--- src/rtl/led_drv_pkg.sv ---
// Purpose : shared mode encoding for the LED pattern driver family.
// Latency : n/a (types only).
// Backpressure: n/a.
package led_drv_pkg;

    typedef enum logic [1:0] {
        MODE_COUNT   = 2'd0,
        MODE_BLINK   = 2'd1,
        MODE_SCAN    = 2'd2,
        MODE_BREATHE = 2'd3
    } mode_t;

endpackage

--- src/rtl/led_prescaler.sv ---
// Purpose : free-running W-bit prescaler producing a one-cycle step strobe.
// Latency : tick is combinational from the count register (asserted while count is all ones).
// Backpressure: none; enable=0 freezes the count and forces tick low.
//
// Ports:
//   clk          system clock
//   USER_RESET_N asynchronous active-low reset, clears the count
//   enable       1 = count, 0 = hold
//   tick         strobe on the terminal count while enabled
module led_prescaler #(
    parameter int W = 23
) (
    input  logic clk,
    input  logic USER_RESET_N,
    input  logic enable,
    output logic tick
);

    logic [W-1:0] presc;

    always_ff @(posedge clk or negedge USER_RESET_N) begin
        if (!USER_RESET_N) begin
            presc <= '0;
        end else if (enable) begin
            presc <= presc + W'(1);
        end
    end

    assign tick = enable & (&presc);

endmodule

--- src/rtl/led_pattern_driver.sv ---
// Purpose : multi-channel LED driver: COUNT / BLINK / SCAN / BREATHE patterns stepped by a prescaled tick.
// Latency : LED is registered; a step shows one clk after its tick edge (BREATHE: one clk after each pwm edge).
// Backpressure: none; enable=0 freezes prescaler, step state and pwm, LED holds its last value.
//
// Ports:
//   clk          system clock
//   USER_RESET_N asynchronous active-low reset
//   enable       1 = run, 0 = freeze
//   mode         requested pattern, sampled only on tick edges
//   tick         one-cycle step strobe
//   LED          registered LED drive, 1 = on
module led_pattern_driver
    import led_drv_pkg::*;
#(
    parameter int NUM_LEDS   = 4,
    parameter int PRESCALE_W = 23,
    parameter int PWM_W      = 8
) (
    input  logic                clk,
    input  logic                USER_RESET_N,
    input  logic                enable,
    input  logic [1:0]          mode,
    output logic                tick,
    output logic [NUM_LEDS-1:0] LED
);

    mode_t               mode_q, mode_nxt;
    logic                mode_chg;
    logic [NUM_LEDS-1:0] step_q, step_nxt;
    logic [NUM_LEDS-1:0] pos_q, pos_nxt;
    logic                dir_up_q, dir_up_nxt;
    logic [PWM_W-1:0]    duty_q, duty_nxt;
    logic                ramp_up_q, ramp_up_nxt;
    logic [PWM_W-1:0]    pwm_q;
    logic [NUM_LEDS-1:0] led_nxt;

    led_prescaler #(.W(PRESCALE_W)) u_presc (
        .clk          (clk),
        .USER_RESET_N (USER_RESET_N),
        .enable       (enable),
        .tick         (tick)
    );

    // State register
    always_ff @(posedge clk or negedge USER_RESET_N) begin
        if (!USER_RESET_N) begin
            mode_q    <= MODE_COUNT;
            step_q    <= '0;
            pos_q     <= NUM_LEDS'(1);
            dir_up_q  <= 1'b1;
            duty_q    <= '0;
            ramp_up_q <= 1'b1;
            pwm_q     <= '0;
            LED       <= '0;
        end else begin
            mode_q    <= mode_nxt;
            step_q    <= step_nxt;
            pos_q     <= pos_nxt;
            dir_up_q  <= dir_up_nxt;
            duty_q    <= duty_nxt;
            ramp_up_q <= ramp_up_nxt;
            LED       <= led_nxt;
            if (enable) begin
                pwm_q <= pwm_q + PWM_W'(1);
            end
        end
    end

    // Next-state: all step state moves only on tick edges
    always_comb begin
        mode_nxt    = mode_q;
        step_nxt    = step_q;
        pos_nxt     = pos_q;
        dir_up_nxt  = dir_up_q;
        duty_nxt    = duty_q;
        ramp_up_nxt = ramp_up_q;
        mode_chg    = tick && (mode_t'(mode) != mode_q);

        if (tick) begin
            mode_nxt = mode_t'(mode);
            if (mode_chg) begin
                // Entering a new pattern always starts it from its origin
                step_nxt    = '0;
                pos_nxt     = NUM_LEDS'(1);
                dir_up_nxt  = 1'b1;
                duty_nxt    = '0;
                ramp_up_nxt = 1'b1;
            end else begin
                case (mode_q)
                    MODE_COUNT: step_nxt = step_q + NUM_LEDS'(1);
                    MODE_SCAN: begin
                        if (NUM_LEDS > 1) begin
                            pos_nxt = dir_up_q ? (pos_q << 1) : (pos_q >> 1);
                            // Turn around on arrival so the end position is not shown twice
                            if (pos_nxt[NUM_LEDS-1]) begin
                                dir_up_nxt = 1'b0;
                            end else if (pos_nxt[0]) begin
                                dir_up_nxt = 1'b1;
                            end
                        end
                    end
                    MODE_BREATHE: begin
                        duty_nxt = ramp_up_q ? (duty_q + PWM_W'(1)) : (duty_q - PWM_W'(1));
                        if (ramp_up_q && (duty_nxt == {PWM_W{1'b1}})) begin
                            ramp_up_nxt = 1'b0;
                        end else if (!ramp_up_q && (duty_nxt == '0)) begin
                            ramp_up_nxt = 1'b1;
                        end
                    end
                    default: ;
                endcase
            end
        end
    end

    // Output: single LED mux; BREATHE refreshes every enabled clk against the duty in force
    always_comb begin
        led_nxt = LED;
        if (enable) begin
            if (mode_nxt == MODE_BREATHE) begin
                led_nxt = {NUM_LEDS{pwm_q < duty_nxt}};
            end else if (tick) begin
                case (mode_nxt)
                    MODE_COUNT: led_nxt = step_nxt;
                    MODE_BLINK: led_nxt = mode_chg ? {NUM_LEDS{1'b1}} : ~LED;
                    MODE_SCAN:  led_nxt = pos_nxt;
                    default:    led_nxt = LED;
                endcase
            end
        end
    end

endmodule
--- config.mk ---
export PLATFORM = sky130hd
export DESIGN_NAME = led_pattern_driver
export DESIGN_NICKNAME = d
export VERILOG_FILES = /design/src/rtl/led_drv_pkg.sv /design/src/rtl/led_prescaler.sv /design/src/rtl/led_pattern_driver.sv
export SDC_FILE = /design/constraint.sdc
export NUM_CORES = 1
export LEC_CHECK = 0
export BUFFER_PORTS_ARGS = -buffer_cell sky130_fd_sc_hd__buf_2
export CAP_MARGIN = 20
export CORE_AREA = 8 8 79 95
export CTS_BUF_LIST = sky130_fd_sc_hd__clkbuf_4 sky130_fd_sc_hd__clkbuf_8
export DETAILED_ROUTE_END_ITERATION = 7
export DIE_AREA = 0 0 87 103
export GPL_ROUTABILITY_DRIVEN = 0
export HOLD_SLACK_MARGIN = 0.15
export PLACE_DENSITY = 0.84
export SLEW_MARGIN = 20
export SYNTH_ARGS = -nofsm -noshare
export SYNTH_HDL_FRONTEND = slang
export SYNTH_SLANG_ARGS = --single-unit
--- constraint.sdc ---
create_clock -name clk -period 4.1 [get_ports clk]
set_input_delay 0.205 -clock clk [delete_from_list [all_inputs] [get_ports clk]]
set_output_delay 0.205 -clock clk [all_outputs]
set_load 0.005 [all_outputs]
==> results of run 1 <==
## worst min path at each step
stage	to	cells after the start	start	slack [ns]
after floorplan	LED[0]$_DFFE_PN0P_	0	USER_RESET_N	-0.09
after global placement	u_presc.presc[15]$_DFFE_PN0P_	2	USER_RESET_N	0.37
after detailed placement	u_presc.presc[17]$_DFFE_PN0P_	2	USER_RESET_N	0.38
after CTS	mode_q[1]$_DFF_PN0_	2	mode[1]	0.27
after global routing	mode_q[1]$_DFF_PN0_	2	mode[1]	0.28
final	mode_q[1]$_DFF_PN0_	2	mode[1]	0.27
## cells in the mapped netlist, types with 2 or more instances
cell type	count
a211oi_1	3
o21ai_0	13
o21a_1	5
mux2i_1	6
nand2_1	35
clkbuf_1	6
or2_2	7
nor2_1	25
xor2_1	17
a2111oi_0	2
nor4_1	2
nand3_1	12
xnor2_1	26
and2_1	6
and3_1	9
nand4_1	15
a31o_1	2
a41oi_1	2
nor4_4	2
o211ai_1	3
nand4_2	2
a21oi_1	11
dfrtp_1	52
nor2b_1	3
mux2_2	5
dfstp_2	3
ha_1	21
inv_1	16
a21o_1	5
a31o_2	2
## cell usage in the layout, fill, tap and decap left out, drive strengths merged, types with 4 or more instances in the layout
master | netlist | final
a21oi | 11 | 11
nand2 | 35 | 35
and2 | 6 | 6
nand4 | 18 | 18
or2 | 7 | 7
clkbuf | 6 | 6
dfrtp | 52 | 52
buf | 2 | 15
and3 | 9 | 9
nor4 | 5 | 5
o21a | 5 | 5
mux2 | 5 | 5
o21ai | 13 | 13
xor2 | 17 | 17
nor2 | 25 | 25
nand3 | 12 | 12
xnor2 | 26 | 26
a31o | 4 | 4
a21o | 5 | 5
ha | 21 | 21
inv | 16 | 16
mux2i | 6 | 6
## sequential cells by signal, summed over array words and instances (netlist names)
register / cells
LED: 4
step_q: 4
dir_up_q: 1
pwm_q: 8
duty_q: 8
pos_q: 4
ramp_up_q: 1
mode_q: 2
u_presc.presc: 23
## through the flow
stage	setup WS (ns)	utilization, %
floorplan	0.872	-
global placement	0.639	58.7
detailed placement	0.503	58.7
CTS	0.501	60.9
global route	0.168	60.9
finish	0.448	60.9
## repair_timing
| action | CTS | global route |
|---|---|---|
| setup endpoints to repair | 0 | 0 |
| endpoints found under the hold margin | 52 | 0 |
| setup buffers | 0 | 0 |
| hold buffers | 1 | 0 |
## worst reg2reg max path: cells and delay by family (launching register included)
kind                       cells  cell delay [ns]
AOI/OAI and AO/OA              7             1.39
adders and majority gates      2             0.72
and+or+nand+nor                4             0.58
DFF                            1             0.56
xor gates and xnor gates       1             0.16
buffers and inverters          1             0.15
## power by group through the flow
stage	logic (mW)	clock network, mW	registers (mW)
6_report	0.230	0.367	0.693
4_1_cts	0.232	0.376	0.693
2_1_floorplan	0.177	0	0.681
3_3_place_gp	0.211	0	0.697
3_5_place_dp	0.229	0	0.703
5_1_grt	0.259	0.399	0.703
## per-layer routing
| metal | global-route usage [%] | vias up |
|---|---|---|
| met4 | 6.24 | 0 |
| li1 | - | 1213 |
| met2 | 27.3 | 38 |
| met3 | 2.55 | 10 |
| met5 | 0 | - |
| met1 | 18.6 | 1221 |
## final cells by class
type / instances / area [sq um]
Clock buffer: 6 / 82.6
Clock inverter: 2 / 35.0
Fill cell: 490 / 2320
Inverter: 16 / 60.1
Multi-Input combinational cell: 257 / 1850
Sequential cell: 55 / 1380
Tap cell: 82 / 103
Timing Repair Buffer: 16 / 100
## logic make-up after synthesis
kind of cell	share of synthesized area, %
buffers and inverters	2.75
muxes	3.50
xor gates and xnor gates	11.3
adders and majority gates	8.51
DFF	41.5
and+or+nand+nor	20.7
AOI/OAI and AO/OA	11.7
==> results.json, run 1 <==
{
  "status": "finished, final reports clean",
  "core_area_sq_um": 5930,
  "synth_nets": 363,
  "cts.sinks": 55,
  "peakVddDrop_uv": 271,
  "drive_gt1_share_pct": 13.4,
  "antenna_found_initial": 0,
  "skew_ns": 0.00740,
  "wl_met1_mm": 2.73,
  "finalSetupViolations": 0,
  "period_needed_ns": 3.65,
  "rows": 31,
  "p_sw_mw": 0.365,
  "period_share_pct": 89.1,
  "fin_area_sq_um": 3610,
  "yosysWarnings": 0,
  "cp_common_cell": "a211oi_1",
  "p_leak_nw": 1.76,
  "synth_area_leaders": "dfrtp_1, ha_1, xnor2_1",
  "cts_tree": "done",
  "num_io_pins": 10,
  "reg2reg_to": "LED[1]$_DFFE_PN0P_",
  "finalHoldViolations": 0,
  "die_h_microns": 103,
  "share_comb_of_total_power_pct": 17.8,
  "p_total_mw": 1.29,
  "cts_resized": 0,
  "setup_tns_ns": 0,
  "nets": 378,
  "overflow": 0,
  "drc": 0,
  "die_area_sq_um": 8960,
  "place_area_sq_um": 3480,
  "cts_root_buffer": "clkbuf_8",
  "drt_iter0_drc": 136,
  "crit_path_end": "LED[1]$_DFFE_PN0P_",
  "synth-seq-cells": 55,
  "maxSlewHeadroom_pct": 53.3,
  "clock_path_buffers": 2,
  "synth_top_area_cell": "dfrtp_1",
  "max_stage_delay_ns": 0.56,
  "area_growth_pct": 8.70,
  "tightestPinTransition_ns": 0.700,
  "whs_ns": 0.270,
  "portBuffers": 9,
  "htree_levels": 2,
  "synth_top_area_share_pct": 39.2,
  "num_vias": 2482,
  "p_per_area_nw_per_um2": 357,
  "worstSetupEndpointType": "register",
  "worst-path-buf-inv": 1,
  "grt_usage_pct": 15.6,
  "switching_share_pct": 28.3,
  "start_util_pct": 56.0,
  "fmax_mhz": 274,
  "wl_met2_mm": 3.23,
  "synth_area_sq_um": 3320,
  "via_per_inst": 5.72,
  "arrival_ns": 3.85,
  "cp_slowest_cell": "dfstp_2",
  "pwr-share-seq_pct": 53.7,
  "cap_violations": 0,
  "grt_pass1_vias": 2558,
  "p_clk_share_pct": 28.5,
  "ant_nets": 0,
  "crit_cells": 15,
  "cts_buffers": 5,
  "place_inst": 425,
  "synth_area_per_cell_sq_um": 9.89,
  "cp_cell_sequence": "inv_1 -> fa_1 -> a211oi_1 -> nor2_1 -> xnor2_1 -> nor2_1 -> a21oi_1 -> or2_2 -> ha_1 -> nand4_1 -> a211oi_1 -> a211oi_1 -> a41oi_1 -> o21ai_0 -> a31o_2",
  "cp.required_ns": 4.30,
  "grt_max_degree": 56,
  "r2r-start": "ramp_up_q$_DFFE_PN1P_",
  "internal_power_mw": 0.924,
  "cp-startpoint": "ramp_up_q$_DFFE_PN1P_",
  "routedWlPerCell_microns": 14.6,
  "async_flop_share_pct": 100,
  "critPathKind": "reg2reg",
  "worst_setup_path_start_kind": "register",
  "crit_path_max_fanout": 8,
  "grt_first_pass_wirelength_mm": 11.4,
  "dp_hpwl_mm": 4.74,
  "finalNonFillerCells": 434,
  "die_w_microns": 87,
  "slew_violations": 0,
  "hold_path.class": "in2reg",
  "drtPass1Iterations": 5,
  "clk_latency_ns": 0.30,
  "synth-edff-count": 0,
  "synth_cells": 336,
  "r2r_slack_ns": 0.45,
  "rr_worst_depth": 15,
  "wl_met3_microns": 251,
  "rsz0062_at_grt": "no",
  "top_layer": "met4",
  "synth_flop_cell": "dfrtp_1",
  "path_clk_slew_ns": 0.10,
  "wl_mm": 6.33,
  "crit_family": "compound AO/OA/AOI/OAI gates",
  "diodes": 0,
  "synth_seq_area_share_pct": 41.5,
  "synth_cell_type_count": 48
}
No activity file was read; power rests on OpenSTA's default activity.
==> run 2: changes to the inputs <==
CORE_AREA = 8 8 77 93   (was 8 8 79 95)
DIE_AREA = 0 0 85 101   (was 0 0 87 103)
PLACE_DENSITY = 0.87   (was 0.84)
==> results.json, run 2 (synthesized netlist as in run 1, its figures left out) <==
{
  "status": "finished, final reports clean",
  "max_stage_delay_ns": 0.56,
  "cts_tree": "done",
  "worst-path-buf-inv": 1,
  "routedWlPerCell_microns": 15.1,
  "cap_violations": 0,
  "period_share_pct": 87.8,
  "area_growth_pct": 7.15,
  "crit_family": "compound AO/OA/AOI/OAI gates",
  "crit_cells": 15,
  "top_register": "u_presc.presc",
  "ant_nets": 0,
  "cp.required_ns": 4.31,
  "path_clk_slew_ns": 0.10,
  "drive_gt1_share_pct": 13.1,
  "die_w_microns": 85,
  "nets": 378,
  "overflow": 0,
  "rsz0062_at_grt": "no",
  "p_total_mw": 1.21,
  "grt_max_degree": 56,
  "skew_ns": 0.0105,
  "clk_latency_ns": 0.31,
  "dp_hpwl_mm": 4.70,
  "num_vias": 2447,
  "worst_setup_path_start_kind": "register",
  "via_per_inst": 5.87,
  "top_regs": "u_presc.presc: 23 flops, duty_q: 8 flops, pwm_q: 8 flops",
  "grt_pass1_vias": 2492,
  "core_area_sq_um": 5780,
  "p_leak_nw": 1.74,
  "htree_levels": 2,
  "setup_slack_ns": 0.499,
  "largest_register_ffs": 23,
  "drc": 0,
  "rr_worst_depth": 15,
  "setup_tns_ns": 0,
  "grt_first_pass_wirelength_mm": 10.7,
  "critPathKind": "reg2reg",
  "whs_path_depth": 2,
  "hold_path.class": "in2reg",
  "num_io_pins": 10,
  "maxSlewHeadroom_pct": 54.2,
  "layout_common_cells": "dfrtp_1, nand2_1, xnor2_1",
  "fmax_mhz": 278,
  "p_per_area_nw_per_um2": 340,
  "period_needed_ns": 3.60,
  "portBuffers": 9,
  "worstSetupEndpointType": "register",
  "drtPass1Iterations": 4,
  "grt_usage_pct": 15.5,
  "cp_cell_sequence": "inv_1 -> fa_1 -> a211oi_1 -> nor2_1 -> xnor2_1 -> nor2_1 -> a21oi_1 -> or2_2 -> ha_1 -> nand4_1 -> a211oi_1 -> a211oi_1 -> a41oi_1 -> o21ai_0 -> a31o_2",
  "cp_common_cell": "a211oi_1",
  "cp_slowest_cell": "dfstp_2",
  "layout_commonest_cell": "dfrtp_1",
  "clock_path_buffers": 2,
  "rows": 31,
  "whs_ns": 0.244,
  "tightestPinTransition_ns": 0.688,
  "finalSetupViolations": 0,
  "finalHoldViolations": 0,
  "post-cts-setup-buffers": 0,
  "die_h_microns": 101,
  "cts_root_buffer": "clkbuf_8",
  "start_util_pct": 57.5,
  "wl_mm": 6.32,
  "drt_iter0_drc": 74,
  "crit_path_max_fanout": 8,
  "slew_violations": 0,
  "peakVddDrop_uv": 230,
  "cts.sinks": 55,
  "diodes": 0,
  "cts_buffers": 5,
  "arrival_ns": 3.82,
  "pre_cts_slack_ns": 0.523,
  "antenna_found_initial": 0,
  "cts_resized": 0,
  "die_area_sq_um": 8590
}
==> run 2: cell types whose count changed in the layout (fill, tap and decap cells not counted), sizes merged <==
cell,previous run,this run
clkbuf,6,5
inv,16,17
bufinv,1,0
==> run 2: worst paths after layout <==
path | startpoint | endpoint | slack, ns
worst max-delay path | ramp_up_q$_DFFE_PN1P_ | LED[2]$_DFFE_PN0P_ | 0.50
worst min-delay path | mode[1] | mode_q[1]$_DFF_PN0_ | 0.24
worst max register to register | ramp_up_q$_DFFE_PN1P_ | LED[2]$_DFFE_PN0P_ | 0.50
worst min register to register | pwm_q[7]$_DFFE_PN0P_ | pwm_q[7]$_DFFE_PN0P_ | 0.48
max in group asynchronous | USER_RESET_N | duty_q[2]$_DFF_PN0_ | 3.10
min in group asynchronous | USER_RESET_N | pos_q[1]$_DFF_PN0_ | 0.55
==> run 2: power by group <==
| group | internal [mW] | switching, mW |
|---|---|---|
| clock network | 0.120 | 0.177 |
| registers | 0.610 | 0.0789 |
| logic | 0.116 | 0.109 |
==> run 2: stage by stage <==
| step | utilization (%) | instances | cell area (sq um) |
|---|---|---|---|
| 2_1_floorplan | - | 336 | 3320 |
| 3_3_place_gp | 59.9 | 409 | 3460 |
| 3_5_place_dp | 59.9 | 409 | 3460 |
| 4_1_cts | 61.6 | 417 | 3560 |
| 5_1_grt | 61.6 | 417 | 3560 |
| 6_report | 61.6 | 417 | 3560 |
==> run 2: routing by layer <==
layer	GRT usage [%]	wire length, microns	up-vias
met5	0	0	-
met4	6.04	112	0
met3	3.26	216	10
met2	28.7	3350	31
met1	16.8	2640	1192
li1	-	-	1214
==> run 2: what timing repair did <==
| item | 4_1_cts | 5_1_grt |
|---|---|---|
| endpoints found under the setup margin | 0 | 0 |
| hold endpoints to repair | 52 | 0 |
| hold buffers | 1 | 0 |
==> run 2: cell type report <==
class,count,area (sq um)
Clock inverter,2,17.5
Timing Repair Buffer,16,100
Inverter,16,60.1
Sequential cell,55,1380
Multi-Input combinational cell,257,1850
Tap cell,66,82.6
Clock buffer,5,68.8
Fill cell,457,2220
==> run 2: worst reg2reg max path: cells and delay by family, from the launching register on <==
family / cells / cell delay [ns]
buffers and inverters: 1 / 0.14
adder cells (fa/ha/maj): 2 / 0.72
flip-flops: 1 / 0.56
AO/OA/AOI/OAI: 7 / 1.34
AND/OR/NAND/NOR: 4 / 0.60
XOR/XNOR: 1 / 0.15
==> run 3: changes to the inputs <==
RECOVER_POWER = 25   (was default)
==> results.json, run 3 (synthesized netlist as in run 1, its figures left out) <==
{
  "status": "finished, violations left",
  "violations": "capacitance limit, slew limit",
  "multi_input_area_sq_um": 1840,
  "drt_iter0_drc": 75,
  "fmax_mhz": 278,
  "die_w_microns": 85,
  "cts_root_buffer": "clkbuf_8",
  "htree_levels": 2,
  "cts_tree": "done",
  "nets": 378,
  "crit_path_max_fanout": 8,
  "finalHoldViolations": 0,
  "arrival_ns": 3.82,
  "area_growth_pct": 6.55,
  "cap_violations": 1,
  "layout.core_utilization_pct": 61.3,
  "setup_tns_ns": 0,
  "via_per_inst": 5.87,
  "period_share_pct": 87.8,
  "cp.required_ns": 4.31,
  "die_h_microns": 101,
  "grt_first_pass_wirelength_mm": 10.7,
  "portBuffers": 9,
  "die_area_sq_um": 8590,
  "layout_common_cells": "dfrtp_1, nand2_1, xnor2_1",
  "ff_latch_area_sq_um": 1380,
  "largest_register_ffs": 23,
  "slew_violations": 56,
  "antenna_found_initial": 0,
  "overflow": 0,
  "core_area_sq_um": 5780,
  "num_io_pins": 10,
  "wl_mm": 6.33,
  "hold_path.class": "in2reg",
  "p_leak_nw": 1.73,
  "cts.sinks": 55,
  "drtPass1Iterations": 4,
  "layout_commonest_cell": "dfrtp_1",
  "rsz0062_at_grt": "no",
  "grt_pass1_vias": 2492,
  "critPathKind": "reg2reg",
  "worstSetupEndpointType": "register",
  "grt_max_degree": 56,
  "drive_gt1_share_pct": 12.3,
  "diodes": 0,
  "fill_cells": 462,
  "ant_nets": 0,
  "finalNonFillerCells": 417,
  "fin_area_sq_um": 3540,
  "peakVddDrop_uv": 229,
  "top_register": "u_presc.presc",
  "finalSetupViolations": 0,
  "p_total_mw": 1.20,
  "rows": 31,
  "tightestPinTransition_ns": 2.91,
  "grt_usage_pct": 15.5,
  "num_vias": 2449,
  "top_regs": "u_presc.presc: 23 flops, duty_q: 8 flops, pwm_q: 8 flops",
  "clk_latency_ns": 0.31,
  "start_util_pct": 57.5,
  "place_area_sq_um": 3460,
  "drc": 0,
  "worst_setup_path_start_kind": "register",
  "cts_resized": 0,
  "path_clk_slew_ns": 0.10,
  "clock_path_buffers": 2,
  "cts_buffers": 5,
  "place_inst": 409,
  "skew_ns": 0.0109,
  "p_per_area_nw_per_um2": 340,
  "maxSlewHeadroom_pct": -94.2,
  "period_needed_ns": 3.60,
  "routedWlPerCell_microns": 15.2,
  "dp_hpwl_mm": 4.70
}
-- run 3: cell count changes in the layout (fill, tap and decap cells not counted), sizes merged --
cell,before,now
buf,15,13
clkbuf,5,7
-- run 3: routing by layer --
metal	GRT usage [%]	share of wire, %	up-vias
met5	0	0	-
met4	6.04	1.8	0
li1	-	-	1215
met1	16.8	42	1194
met3	3.26	3.2	10
met2	28.7	53	30
-- run 3: worst max-delay path, cell delays in order (launching register included) --
cell      delay, ns
dfstp_2        0.56
inv_1          0.14
fa_1           0.44
a211oi_1       0.32
nor2_1         0.11
xnor2_1        0.15
nor2_1         0.11
a21oi_1        0.07
or2_2          0.29
ha_1           0.28
nand4_1        0.09
a211oi_1       0.22
a211oi_1       0.07
a41oi_1        0.28
o21ai_0        0.15
a31o_2         0.23
-- run 3: what timing repair did --
item,CTS,global route
buffers inserted,0,0
hold endpoints to repair,52,0
hold buffers,1,0
-- run 3: final timing paths --
kind	cells past startpoint	slack, ns	start	to
setup / recovery	15	0.50	ramp_up_q$_DFFE_PN1P_	LED[2]$_DFFE_PN0P_
hold reg to reg	1	0.48	pwm_q[7]$_DFFE_PN0P_	pwm_q[7]$_DFFE_PN0P_
setup reg to reg	15	0.50	ramp_up_q$_DFFE_PN1P_	LED[2]$_DFFE_PN0P_
min in group asynchronous	3	1.46	USER_RESET_N	pos_q[1]$_DFF_PN0_
hold / removal	2	0.24	mode[1]	mode_q[1]$_DFF_PN0_
max in group asynchronous	3	1.00	USER_RESET_N	duty_q[2]$_DFF_PN0_
-- run 3: area by class of cell --
cell class                      count  share of cell area (%)
Inverter                           16                    1.70
Clock inverter                      2                   0.495
Multi-Input combinational cell    257                    51.9
Sequential cell                    55                    39.0
Tap cell                           66                    2.33
Clock buffer                        5                    1.94
Timing Repair Buffer               16                    2.69
-- run 3: power by group --
part           switching [mW]  leakage (nW)  internal [mW]  total, mW
Clock                   0.178        0.0446          0.121      0.298
Sequential             0.0746         0.708          0.610      0.685
Combinational           0.106         0.980          0.114      0.220
-- run 3: stage by stage --
stage	hold slack (ns)	setup WS, ns
finish	0.243	0.499
detailed placement	0.377	0.523
global placement	0.366	0.631
global route	0.256	0.166
CTS	0.229	0.513
floorplan	-0.0906	0.872
